--- config.mk ---
export PLATFORM = sky130hd
export DESIGN_NAME = hdmi_frame_sched
export DESIGN_NICKNAME = d
export VERILOG_FILES = /design/src/rtl/hdmi_frame_sched_pkg.sv /design/src/rtl/hdmi_frame_sched_pp_buf_tracker.sv /design/src/rtl/hdmi_frame_sched.sv
export SDC_FILE = /design/constraint.sdc
export NUM_CORES = 1
export LEC_CHECK = 0
export ABC_CLOCK_PERIOD_IN_PS = 4570
export CORE_MARGIN = 1.5
export CORE_UTILIZATION = 59
export DETAILED_ROUTE_END_ITERATION = 8
export HOLD_SLACK_MARGIN = 0.06
export PLACE_DENSITY_LB_ADDON = 0.3
export SETUP_SLACK_MARGIN = 0.02
export SYNTH_ARGS = -nofsm -noshare
export SYNTH_HDL_FRONTEND = slang
export SYNTH_SLANG_ARGS = --single-unit
export TNS_END_PERCENT = 100
--- constraint.sdc ---
create_clock -name iclk -period 4.57 [get_ports iclk]
set_input_delay 0.914 -clock iclk [delete_from_list [all_inputs] [get_ports iclk]]
set_output_delay 0.914 -clock iclk [all_outputs]
set_load 0.01 [all_outputs]
--- src/rtl/hdmi_frame_sched_pkg.sv ---
// Purpose: shared encodings for the HDMI frame scheduler (FSM states, buffer status, timeout default).
// Latency: n/a (types and constants only).
// Backpressure: n/a.
package hdmi_frame_sched_pkg;

    // FSM state encoding, kept as plain constants so the state port stays a raw 2-bit value
    localparam logic [1:0] ST_WAIT_CFG   = 2'd0;
    localparam logic [1:0] ST_WAIT_RX    = 2'd1;
    localparam logic [1:0] ST_WAIT_VIDEO = 2'd2;
    localparam logic [1:0] ST_RUN        = 2'd3;

    // Per-buffer ownership status
    typedef enum logic [1:0] {
        BUF_EMPTY   = 2'd0,
        BUF_WRITING = 2'd1,
        BUF_FULL    = 2'd2,
        BUF_READING = 2'd3
    } buf_st_t;

    // Default allowed gap between frame starts while running (100 ms at 100 MHz)
    localparam logic [23:0] TIMEOUT_CYC_DEF = 24'd10_000_000;

endpackage

--- src/rtl/hdmi_frame_sched_pp_buf_tracker.sv ---
// Purpose: ping-pong buffer ownership tracker (writer target selection, reader grants, drop detection).
// Latency: wr_start/rd_grant registered one cycle after the triggering event; drop_evt is combinational.
// Backpressure: none; events arriving while the resource is busy are ignored or reported as drops.
//
// Ports: en       - tracker active (FSM in RUN and staying there); low clears all ownership
//        vs_pulse/wr_done/rd_req/rd_done - event pulses from the video path
//        wr_start/wr_buf/wr_active       - writer control
//        rd_grant/rd_buf                 - reader control
//        drop_evt - a frame is lost this cycle (registered by the top level)
module pp_buf_tracker
    import hdmi_frame_sched_pkg::*;
(
    input  logic iclk,
    input  logic s_rst_n,
    input  logic en,
    input  logic vs_pulse,
    input  logic wr_done,
    input  logic rd_req,
    input  logic rd_done,
    output logic wr_start,
    output logic wr_buf,
    output logic wr_active,
    output logic rd_grant,
    output logic rd_buf,
    output logic drop_evt
);

    buf_st_t st_q [2];
    buf_st_t st_n [2];
    logic    latest_q, latest_n;
    // latest only points at real data once a frame has completed; before that, write buffer 0
    logic    latest_vld_q, latest_vld_n;
    logic    pend_q, pend_n;
    logic    wr_start_n, wr_buf_n, wr_active_n, rd_grant_n, rd_buf_n;
    logic    rd_busy;
    logic    tgt;

    assign rd_busy = (st_q[0] == BUF_READING) || (st_q[1] == BUF_READING);

    always_comb begin
        st_n         = st_q;
        latest_n     = latest_q;
        latest_vld_n = latest_vld_q;
        pend_n       = pend_q;
        wr_start_n   = 1'b0;
        wr_buf_n     = wr_buf;
        wr_active_n  = wr_active;
        rd_grant_n   = 1'b0;
        rd_buf_n     = rd_buf;
        drop_evt     = 1'b0;
        tgt          = 1'b0;

        if (!en) begin
            st_n[0]      = BUF_EMPTY;
            st_n[1]      = BUF_EMPTY;
            latest_n     = 1'b0;
            latest_vld_n = 1'b0;
            pend_n       = 1'b0;
            wr_buf_n     = 1'b0;
            wr_active_n  = 1'b0;
            rd_buf_n     = 1'b0;
        end else begin
            // reader release first so a freed buffer is a legal write target this cycle
            if (rd_done && (st_q[rd_buf] == BUF_READING))
                st_n[rd_buf] = BUF_EMPTY;

            if (wr_done && wr_active) begin
                st_n[wr_buf] = BUF_FULL;
                latest_n     = wr_buf;
                latest_vld_n = 1'b1;
                wr_active_n  = 1'b0;
            end

            // the writer-busy decision uses the registered wr_active
            if (vs_pulse) begin
                if (wr_active) begin
                    drop_evt = 1'b1;
                end else begin
                    if (!latest_vld_q)
                        tgt = 1'b0;
                    else if (st_n[~latest_q] != BUF_READING)
                        tgt = ~latest_q;
                    else
                        tgt = latest_q;
                    if (st_n[tgt] == BUF_FULL)
                        drop_evt = 1'b1;
                    st_n[tgt]   = BUF_WRITING;
                    wr_active_n = 1'b1;
                    wr_buf_n    = tgt;
                    wr_start_n  = 1'b1;
                end
            end

            if (rd_req && !rd_busy)
                pend_n = 1'b1;

            // grant looks at post-completion status so a same-cycle wr_done is served immediately
            if (pend_q && (st_n[latest_n] == BUF_FULL)) begin
                st_n[latest_n] = BUF_READING;
                rd_buf_n       = latest_n;
                rd_grant_n     = 1'b1;
                pend_n         = 1'b0;
            end
        end
    end

    always_ff @(posedge iclk or negedge s_rst_n) begin
        if (!s_rst_n) begin
            st_q[0]      <= BUF_EMPTY;
            st_q[1]      <= BUF_EMPTY;
            latest_q     <= 1'b0;
            latest_vld_q <= 1'b0;
            pend_q       <= 1'b0;
            wr_start     <= 1'b0;
            wr_buf       <= 1'b0;
            wr_active    <= 1'b0;
            rd_grant     <= 1'b0;
            rd_buf       <= 1'b0;
        end else begin
            st_q         <= st_n;
            latest_q     <= latest_n;
            latest_vld_q <= latest_vld_n;
            pend_q       <= pend_n;
            wr_start     <= wr_start_n;
            wr_buf       <= wr_buf_n;
            wr_active    <= wr_active_n;
            rd_grant     <= rd_grant_n;
            rd_buf       <= rd_buf_n;
        end
    end

endmodule

--- src/rtl/hdmi_frame_sched.sv ---
// Purpose: HDMI frame scheduler: bring-up FSM, frame-gap timeout, drop counting around a ping-pong tracker.
// Latency: all control pulses registered, one cycle after the triggering input.
// Backpressure: none; busy conditions turn incoming frames into frame_drop pulses.
//
// Ports: iclk/s_rst_n - clock, async active-low reset
//        cfg_done/rx_over/video_en - bring-up handshakes
//        vs_pulse/wr_done/rd_req/rd_done - per-frame events
//        wr_start/wr_buf/wr_active/rd_grant/rd_buf - buffer handoff
//        frame_drop/drop_cnt/state/timeout_err - status
module hdmi_frame_sched
    import hdmi_frame_sched_pkg::*;
#(
    parameter logic [23:0] TIMEOUT_CYC = TIMEOUT_CYC_DEF,
    parameter int unsigned DCNT_W      = 16
) (
    input  logic              iclk,
    input  logic              s_rst_n,
    input  logic              cfg_done,
    input  logic              rx_over,
    input  logic              video_en,
    input  logic              vs_pulse,
    input  logic              wr_done,
    input  logic              rd_req,
    input  logic              rd_done,
    output logic              wr_start,
    output logic              wr_buf,
    output logic              wr_active,
    output logic              rd_grant,
    output logic              rd_buf,
    output logic              frame_drop,
    output logic [DCNT_W-1:0] drop_cnt,
    output logic [1:0]        state,
    output logic              timeout_err
);

    logic [1:0]  nxt_state;
    logic        rx_seen_q;
    logic [23:0] gap_cnt;
    logic        gap_hit;
    logic        trk_en;
    logic        drop_evt;

    // gap_cnt counts completed vs-less RUN cycles; this cycle would be number TIMEOUT_CYC
    assign gap_hit = (state == ST_RUN) && !vs_pulse && (gap_cnt == TIMEOUT_CYC - 24'd1);

    always_comb begin
        nxt_state = state;
        if (!cfg_done) begin
            nxt_state = ST_WAIT_CFG;
        end else begin
            case (state)
                ST_WAIT_CFG:   nxt_state = ST_WAIT_RX;
                ST_WAIT_RX:    if (rx_seen_q || rx_over) nxt_state = ST_WAIT_VIDEO;
                ST_WAIT_VIDEO: if (video_en) nxt_state = ST_RUN;
                default:       if (gap_hit) nxt_state = ST_WAIT_VIDEO;
            endcase
        end
    end

    // Leaving RUN drops every event of that cycle, so no pulse can appear outside RUN
    assign trk_en = (state == ST_RUN) && (nxt_state == ST_RUN);

    pp_buf_tracker u_trk (
        .iclk      (iclk),
        .s_rst_n   (s_rst_n),
        .en        (trk_en),
        .vs_pulse  (vs_pulse),
        .wr_done   (wr_done),
        .rd_req    (rd_req),
        .rd_done   (rd_done),
        .wr_start  (wr_start),
        .wr_buf    (wr_buf),
        .wr_active (wr_active),
        .rd_grant  (rd_grant),
        .rd_buf    (rd_buf),
        .drop_evt  (drop_evt)
    );

    always_ff @(posedge iclk or negedge s_rst_n) begin
        if (!s_rst_n) begin
            state       <= ST_WAIT_CFG;
            rx_seen_q   <= 1'b0;
            gap_cnt     <= '0;
            timeout_err <= 1'b0;
            frame_drop  <= 1'b0;
            drop_cnt    <= '0;
        end else begin
            state       <= nxt_state;
            rx_seen_q   <= rx_seen_q | rx_over;
            gap_cnt     <= ((state == ST_RUN) && !vs_pulse && !gap_hit) ? gap_cnt + 24'd1 : '0;
            timeout_err <= timeout_err | gap_hit;
            frame_drop  <= drop_evt;
            if (drop_evt && !(&drop_cnt))
                drop_cnt <= drop_cnt + DCNT_W'(1);
        end
    end

endmodule

Word level (Yosys, flattened, before mapping)
Cells that the tools add are included.
- register bits after elaboration: 57
- input bits: 9
- output and inout bits: 25
- word-level logic and storage cells: 148
- $add $sub $neg: 2
- magnitude comparators: 9
- equal/unequal tests: 16
- muxes and demuxes: 66
- bitwise operators: 17
- reductions and logical operators: 22
- operators by type and width (cell ; number):
    $mux 2 ; 20
    $mux 4 ; 9
    $mux 1 ; 31
    $add 24x1->24 const B ; 1
    $eq 24x24->1 const B ; 1
    $mux 24 ; 1
    $add 16x1->16 const B ; 1
    $eq 2x2->1 const B ; 8
    $reduce_and 16->1 ; 1
    $logic_and 1x1->1 ; 13
    $ge 2x2->1 const B ; 5
    $ne 2x2->1 const B ; 5
    $not 1->2 ; 5
    $demux 2 s1 ; 4
    $lt 2x1->1 const B ; 4
    $pmux 2 s3 ; 1
    $and 2x2->2 ; 2
    $and 4x4->4 ; 1
    $logic_not 1->1 ; 4
    $not 2->2 ; 2
    $not 4->4 ; 1
    $or 2x2->2 ; 2
    $or 4x4->4 ; 1
    $ne 3x3->1 const B ; 1
    6 further kinds ; 8

Depth between registers and ports, before layout
Gate-level depths: netlist (run 1).
- depth after elaboration: 38
- depth in mapped cells: 8
- gate-level depth less buffers: 7

Modules after synthesis
From an unflattened synthesis (run 1), not the netlist that was laid out.
- cell total of the unflattened synthesis: 301
- area total of the unflattened synthesis: 2944.1 um^2
- modules (own cells, without submodules) (module ; instances ; cells each ; area each (um^2) ; seq. area each (um^2)):
    hdmi_frame_sched ; 1 ; 224 ; 2225.9 ; 1126.1
    pp_buf_tracker ; 1 ; 77 ; 718.2 ; 300.3

Worst setup path after synthesis (run 1)
Ideal clock, no wire load.
- kind: input to register
- start: input wr_done
- end: register drop_cnt[1]
- arrival: 2463 ps
- required time: 4445 ps
- slack: 1982 ps
- stages: 6
- path buffers: 1
- path through: and3_1 a21o_1 o211ai_4 mux2i_2 buf_6 mux2_2
- cells in the longest elaborated chain, start to end: 22
- RTL lines (element ; RTL line ; source):
    start, declared ; hdmi_frame_sched.sv:22 ; input logic wr_done,
    $logic_and 1x1->1 (*) ; hdmi_frame_sched_pp_buf_tracker.sv:67 ; if (wr_done && wr_active) begin
    $mux 4 (*) ; hdmi_frame_sched_pp_buf_tracker.sv:67 ;
    $mux 4 (*) ; hdmi_frame_sched_pp_buf_tracker.sv:53 ; if (!en) begin
    $mux 2 (not written as such) (3 in series) ; hdmi_frame_sched_pp_buf_tracker.sv:81 ; else if (st_n[~latest_q] != BUF_READING)
    $ne 2x2->1 ; hdmi_frame_sched_pp_buf_tracker.sv:81 ;
    $mux 1 ; hdmi_frame_sched_pp_buf_tracker.sv:81 ;
    $mux 1 ; hdmi_frame_sched_pp_buf_tracker.sv:79 ; if (!latest_vld_q)
    $mux 1 ; hdmi_frame_sched_pp_buf_tracker.sv:76 ; if (wr_active) begin
    [2 not listed] ; - ;
    $not 1->2 (not written as such) ; hdmi_frame_sched_pp_buf_tracker.sv:85 ; if (st_n[tgt] == BUF_FULL)
    $mux 2 (not written as such) (*) (3 in series) ; hdmi_frame_sched_pp_buf_tracker.sv:85 ;
    $eq 2x2->1 (*) ; hdmi_frame_sched_pp_buf_tracker.sv:85 ;
    $mux 1 (*) ; hdmi_frame_sched_pp_buf_tracker.sv:85 ;
    $mux 1 (*) ; hdmi_frame_sched_pp_buf_tracker.sv:76 ;
    $mux 1 (*) ; hdmi_frame_sched_pp_buf_tracker.sv:75 ; if (vs_pulse) begin
    $mux 1 (*) ; hdmi_frame_sched_pp_buf_tracker.sv:53 ;
    $logic_and 1x1->1 (*) ; hdmi_frame_sched.sv:93 ; if (drop_evt && !(&drop_cnt))
    end signal, assigned ; hdmi_frame_sched.sv:94 ; drop_cnt <= drop_cnt + DCNT_W'(1);
    end, declared ; hdmi_frame_sched.sv:31 ; output logic [DCNT_W-1:0] drop_cnt,
Every way passes the cells marked *; elsewhere a longest branch is shown, timed or not. The select of a mux whose other input is x is not followed.
A chain may end at the register's enable or synchronous reset.

Worst setup path in the final report (run 1)
Ends and elaborated chain as after synthesis.

==> results.py, run 1 <==
metrics = {
    "timing": {
        "fin_crit_ps": 2770,
        "rsz0062_at_grt": "false",
        "setup_ws_ps": 1800,
        "hold_viol_final": 0,
        "finalSetupTns_ps": 0,
        "max_freq_ghz": 0.361,
        "slew_violations": 0,
        "setup_viol": 0,
        "worst_slew_pin_slew_ps": 933,
        "hold_slack_ps": 481,
        "fin_skew_ps": 8.39,
        "slew_headroom": 0.377,
        "post-route-period-util": 0.606,
    },
    "synth": {
        "synth_edf_count": 0,
        "synthFlopType": "dfrtp_1",
        "yosysSeqAreaShare": 0.508,
        "syn-instance-count": 278,
        "async_flop_share": 1.00,
        "syn-num-nets": 289,
        "yosysMostFrequentCell": "dfrtp_1",
        "avgSynthCellArea_um2": 10.1,
        "synth_area_leaders": "dfrtp_1 (51%), xor2_1 (8.1%), nor2_1 (5.2%), nand2_1 (3.6%), xnor2_1 (3.4%)",
        "synth_area_um2": 2810,
        "yosys.area.top_type": "dfrtp_1",
        "ys_seq_elements": 57,
        "ys_warn_count": 0,
        "ys_top_cells_by_count": "dfrtp_1 (57), nor2_1 (39), nand2_1 (27)",
        "synth_cell_types": 41,
        "yosysTopAreaCellShare": 0.508,
    },
    "global_route": {
        "grt_overflow": 0,
        "grt_first_pass_wirelength_mm": 9.62,
        "grt_max_degree": 58,
        "grt_use_total": 0.241,
        "grt_pass1_vias": 2134,
        "antenna_found_initial": 0,
    },
    "die": {
        "die_w_um": 72.0,
        "coreArea_um2": 4470,
        "rows": 24,
        "initial_core_util": 0.628,
        "die-height_um": 72.0,
        "fp.dieArea_um2": 5190,
        "ios": 34,
    },
    "placed_design": {
        "place_ws_ps": 1510,
        "dp.final_hpwl_mm": 3.69,
        "routabilityCongestion": 0.898,
        "io_buffer_count": 33,
    },
    "cells_and_area": {
        "utilization": 0.763,
        "drive_gt1_frac": 0.0988,
        "n_antenna_cell": 0,
        "nets": 330,
        "area_growth_pct": 21.5,
    },
    "setup_path": {
        "rrSetupSlack_ps": 2160,
        "r2r-end": "u_trk.st_q[0]",
        "path_max_fanout": 16,
        "crit_start": "wr_done",
        "end_kind": "flop",
        "timing.critical_path.to": "drop_cnt[1]",
        "r2r_start": "gap_cnt[15]",
        "cp-start-kind": "input port",
        "required_ps": 4790,
        "path_cells": "clkdlybuf4s50_1 > nand2_1 > a21o_1 > o211ai_4 > mux2i_2 > buf_4 > mux2_2",
        "crit_buf_inv": 2,
        "slowest_stage": "clkdlybuf4s50_1",
        "critPathTopFamily": "buffers and inverters",
        "cpPeakStageDelay_ps": 520,
        "cp.arrival_ps": 2990,
        "crit_cells": 7,
        "reg2reg_depth": 6,
        "crit_type": "in -> reg",
    },
    "clock_tree": {
        "root_buffer": "clkbuf_8",
        "clkTransAtPathRegs_ps": 70,
        "cts_resized": 0,
        "clk_latency_ps": 340,
        "postCtsHoldBufs": 0,
        "ctsHtreeMaxLevel": 3,
        "clock_sinks": 57,
        "cts_setup_buffers": 0,
        "cts_tree": "done",
        "cts_buffers": 9,
        "ctsLongestPathBuffers": 2,
    },
    "route": {
        "drt_wl_total_mm": 5.55,
        "vias": 2198,
        "avgRoutedWirePerCell_um": 14.8,
        "ant_nets": 0,
        "drt_iter0_drc": 177,
        "vias_per_cell": 5.85,
        "drtPass1Iterations": 4,
        "drc_errors": 0,
    },
    "power_and_ir_drop": {
        "p_leak_nw": 1.46,
        "peakVddDrop_uv": 220,
        "finalPower_mw": 1.07,
        "power.density_nw_per_um2": 314,
    },
    "worst_hold_path": {
        "hp-class": "reg -> reg",
    },
    "status": {
        "status": "complete, no violations",
    },
    "run": {
        "max-cap-violations": 0,
    },
}
-- stage by stage --
step,std cells,instance area (um^2)
after floorplan,278,2810
after global placement,360,3190
after detailed placement,360,3190
after CTS,376,3420
after global routing,376,3420
final,376,3420
-- state kept, by name (all words and copies together), names as in the netlist, 2 cells and up --
signal / flops
u_trk.st_q: 4
gap_cnt: 24
drop_cnt: 16
state: 2
-- worst reg2reg max path: stages (launching register included) --
cell and delay [ps]:
dfrtp_1 440, nor4bb_1 320, nand4_1 120, nor4_1 220, nand2_1 170, o2111ai_1 780
o21ba_2 260
-- power by group --
group	internal (mW)	leakage (nW)	switching [mW]
registers	0.508	0.783	0.00467
logic	0.0151	0.559	0.0216
clock network	0.327	0.116	0.197
total	0.850	1.46	0.223
-- how the worst min path moves through the flow --
| stage | from | slack, ps | depth (start not counted) | endpoint |
|---|---|---|---|---|
| finish | rx_seen_q | 480 | 1 | rx_seen_q |
| global route | rx_seen_q | 490 | 1 | rx_seen_q |
| CTS | rx_seen_q | 480 | 1 | rx_seen_q |
| detailed placement | rx_seen_q | 460 | 1 | rx_seen_q |
| global placement | rx_seen_q | 450 | 1 | rx_seen_q |
| floorplan | rx_seen_q | 440 | 1 | rx_seen_q |
-- layout by cell type (no fill, tap or decap), drive strengths merged, types with 2 or more instances in the layout --
master / instances
a21oi: 8
a221oi: 2
a31oi: 4
and3: 4
buf: 3
clkbuf: 15
clkdlybuf4s50: 32
dfrtp: 57
ha: 2
inv: 5
mux2i: 2
nand2: 27
nand2b: 7
nand3: 19
nand4: 11
nor2: 39
nor2b: 6
nor3: 8
nor3b: 3
nor4: 8
nor4b: 3
o211ai: 2
o21ai: 5
or2: 3
xnor2: 11
xor2: 26
-- routing by layer --
| layer | part of all wire | up-vias | wire (um) | global-route usage |
|---|---|---|---|---|
| met5 | 0 | - | 0 | 0 |
| met4 | 0.014 | 0 | 78 | 0.103 |
| met3 | 0.053 | 8 | 293 | 0.0750 |
| met2 | 0.49 | 85 | 2700 | 0.381 |
| met1 | 0.45 | 1058 | 2480 | 0.309 |
| li1 | - | 1047 | - | - |
-- layout make-up --
class / instances / area [um^2]
clock buffer: 15 / 196
clock inverter: 1 / 30.0
fill: 301 / 1060
inverter: 5 / 18.8
multi-input combinational: 211 / 1340
sequential: 57 / 1430
tap: 52 / 65.1
timing repair buffer: 35 / 340
-- kinds of logic (layout without fill, tap and decap cells) --
group | Yosys count | in the layout | share of synthesized area
AOI/OAI and AO/OA | 27 | 27 | 0.0668
and+or+nand+nor | 142 | 142 | 0.273
xor gates and xnor gates | 37 | 37 | 0.115
buffers and inverters | 10 | 56 | 0.0160
muxes | 3 | 3 | 0.0125
adders and majority gates | 2 | 2 | 0.00890
DFF | 57 | 57 | 0.508
No activity file was read; power rests on OpenSTA's default activity.
==> inputs of run 2 (changes only) <==
--- a/config.mk
+++ b/config.mk
@@ -5,9 +5,9 @@
 export SDC_FILE = /design/constraint.sdc
 export NUM_CORES = 1
 export LEC_CHECK = 0
-export ABC_CLOCK_PERIOD_IN_PS = 4570
+export ABC_CLOCK_PERIOD_IN_PS = 2670
 export CORE_MARGIN = 1.5
-export CORE_UTILIZATION = 59
+export CORE_UTILIZATION = 55
 export DETAILED_ROUTE_END_ITERATION = 8
 export HOLD_SLACK_MARGIN = 0.06
 export PLACE_DENSITY_LB_ADDON = 0.3
==> constraint.sdc (replaced) <==
create_clock -name iclk -period 2.67 [get_ports iclk]
set_input_delay 0.534 -clock iclk [delete_from_list [all_inputs] [get_ports iclk]]
set_output_delay 0.534 -clock iclk [all_outputs]
set_load 0.01 [all_outputs]
==> run 2 against run 1 <==
Critical path depth stayed put. Die area is 7.0% higher. Power is 56% higher. Clock-buffer cell count is 3 lower. Clock skew is 1.3 ps higher. Clock power is 40% higher.
==> results.py, run 2 (synthesis results as in run 1) <==
metrics = {
    "placed_design": {
        "dp.final_hpwl_mm": 3.76,
        "place_area_um2": 3270,
        "io_buffer_count": 33,
        "place_inst": 381,
        "place_ws_ps": 158,
        "routabilityCongestion": 0.883,
    },
    "die": {
        "ios": 34,
        "initial_core_util": 0.583,
        "fp.dieArea_um2": 5550,
        "die-height_um": 74.5,
        "coreArea_um2": 4820,
        "die_w_um": 74.5,
        "rows": 25,
    },
    "clock_tree": {
        "cts_buffers": 9,
        "root_buffer": "clkbuf_8",
        "postCtsHoldBufs": 0,
        "ctsHtreeMaxLevel": 3,
        "cts_setup_buffers": 0,
        "ctsLongestPathBuffers": 2,
        "clock_sinks": 57,
        "clkTransAtPathRegs_ps": 70,
        "cts_resized": 0,
        "cts_tree": "done",
        "clk_latency_ps": 330,
    },
    "setup_path": {
        "path_cells": "ha_1 > nand3_1 > nor4_1 > nor2_1 > mux2i_2 > buf_12 > mux2_2",
        "reg2reg_depth": 7,
        "r2r_start": "drop_cnt[0]",
        "cp-start-kind": "flop",
        "crit_cells": 7,
        "critPathTopFamily": "simple AND/OR/NAND/NOR gates",
        "end_kind": "flop",
        "path_max_fanout": 16,
        "r2r-end": "drop_cnt[1]",
        "crit_type": "reg -> reg",
        "cpPeakStageDelay_ps": 430,
        "cp.arrival_ps": 2440,
        "crit_buf_inv": 1,
        "required_ps": 2890,
        "rrSetupSlack_ps": 450,
        "slowest_stage": "dfrtp_1",
    },
    "route": {
        "drtPass1Iterations": 4,
        "vias": 2139,
        "avgRoutedWirePerCell_um": 13.5,
        "vias_per_cell": 5.40,
        "ant_nets": 0,
        "drt_iter0_drc": 143,
        "drc_errors": 0,
        "drt_wl_total_mm": 5.34,
    },
    "global_route": {
        "grt_first_pass_wirelength_mm": 9.31,
        "grt_use_total": 0.221,
        "grt_pass1_vias": 2100,
        "grt_overflow": 0,
        "grt_use_met1": 0.286,
        "grt_max_degree": 24,
        "use_met3": 0.0610,
        "gr-max-usage-layer": "met2",
        "use_met2": 0.362,
        "antenna_found_initial": 0,
    },
    "timing": {
        "finalSetupTns_ps": 0,
        "hold_viol_final": 0,
        "setup_ws_ps": 449,
        "slew_headroom": 0.729,
        "fin_skew_ps": 9.74,
        "setup_viol": 0,
        "post-route-period-util": 0.832,
        "rsz0062_at_grt": "false",
        "max_freq_ghz": 0.450,
        "worst_slew_pin_slew_ps": 403,
        "fin_crit_ps": 2220,
        "slew_violations": 0,
    },
    "cells_and_area": {
        "drive_gt1_frac": 0.116,
        "n_antenna_cell": 0,
        "largest_registers": "gap_cnt x24, drop_cnt x16, u_trk.st_q x4",
        "layout_common_cells": "dfrtp_1 (57), nor2_1 (39), clkdlybuf4s50_1 (32), nand2_1 (27), xor2_1 (26)",
        "area_growth_pct": 22.6,
        "final_common_cell": "dfrtp_1",
        "finalInstanceArea_um2": 3450,
        "fin_cells": 396,
        "largest_reg_flops": 24,
        "nets": 336,
        "top_register": "gap_cnt",
    },
    "status": {
        "status": "complete, no violations",
    },
    "run": {
        "max-cap-violations": 0,
    },
    "power_and_ir_drop": {
        "power.density_nw_per_um2": 486,
        "peakVddDrop_uv": 335,
        "p_leak_nw": 1.47,
    },
    "worst_hold_path": {
        "hp-class": "in -> async",
    },
}
run 2: changes by cell type in the layout (fill, tap and decap cells not counted), sizes merged:
cell    change
clkbuf      -3
buf         +6
clkinv      +3
bufinv      -1
run 2: how the worst max path moves through the flow:
stage | from | endpoint | slack [ps]
2_1_floorplan | wr_done | drop_cnt[1] | 460
3_3_place_gp | wr_done | drop_cnt[1] | 170
3_5_place_dp | wr_done | drop_cnt[1] | 160
4_1_cts | drop_cnt[0] | drop_cnt[1] | 450
5_1_grt | drop_cnt[0] | drop_cnt[1] | 300
6_report | drop_cnt[0] | drop_cnt[1] | 450
run 2: worst reg2reg max path: stages, from the launching register on:
cell and delay, ps:
dfrtp_1 430, ha_1 310, nand3_1 110, nor4_1 410, nor2_1 100, mux2i_2 220, buf_12 190, mux2_2 340
run 2: area by class of cell:
type / count / area, um^2
inverters: 5 / 18.8
repair buffers: 41 / 398
clock buffers: 12 / 165
multi-input cells: 211 / 1340
fillers: 365 / 1370
flip-flops and latches: 57 / 1430
clock inverters: 3 / 15.0
well taps: 67 / 83.8
run 2: metrics by stage:
stage | utilization | power (mW) | hold WS, ps
floorplan | - | 0.912 | 238
global placement | 0.678 | 0.959 | 453
detailed placement | 0.678 | 0.960 | 458
CTS | 0.715 | 1.70 | 110
global route | 0.715 | 1.74 | 123
finish | 0.715 | 1.67 | 110
run 2: layer usage:
layer	share of wire	up-vias
met4	0.010	0
met2	0.48	38
met1	0.47	1038
li1	-	1058
met5	0	-
met3	0.034	5
run 2: where the power goes:
part | switching [mW] | total, mW | leakage (nW) | internal [mW]
Clock | 0.329 | 0.731 | 0.0980 | 0.402
Combinational | 0.0377 | 0.0660 | 0.592 | 0.0283
Sequential | 0.00754 | 0.877 | 0.783 | 0.869
Total | 0.374 | 1.67 | 1.47 | 1.30
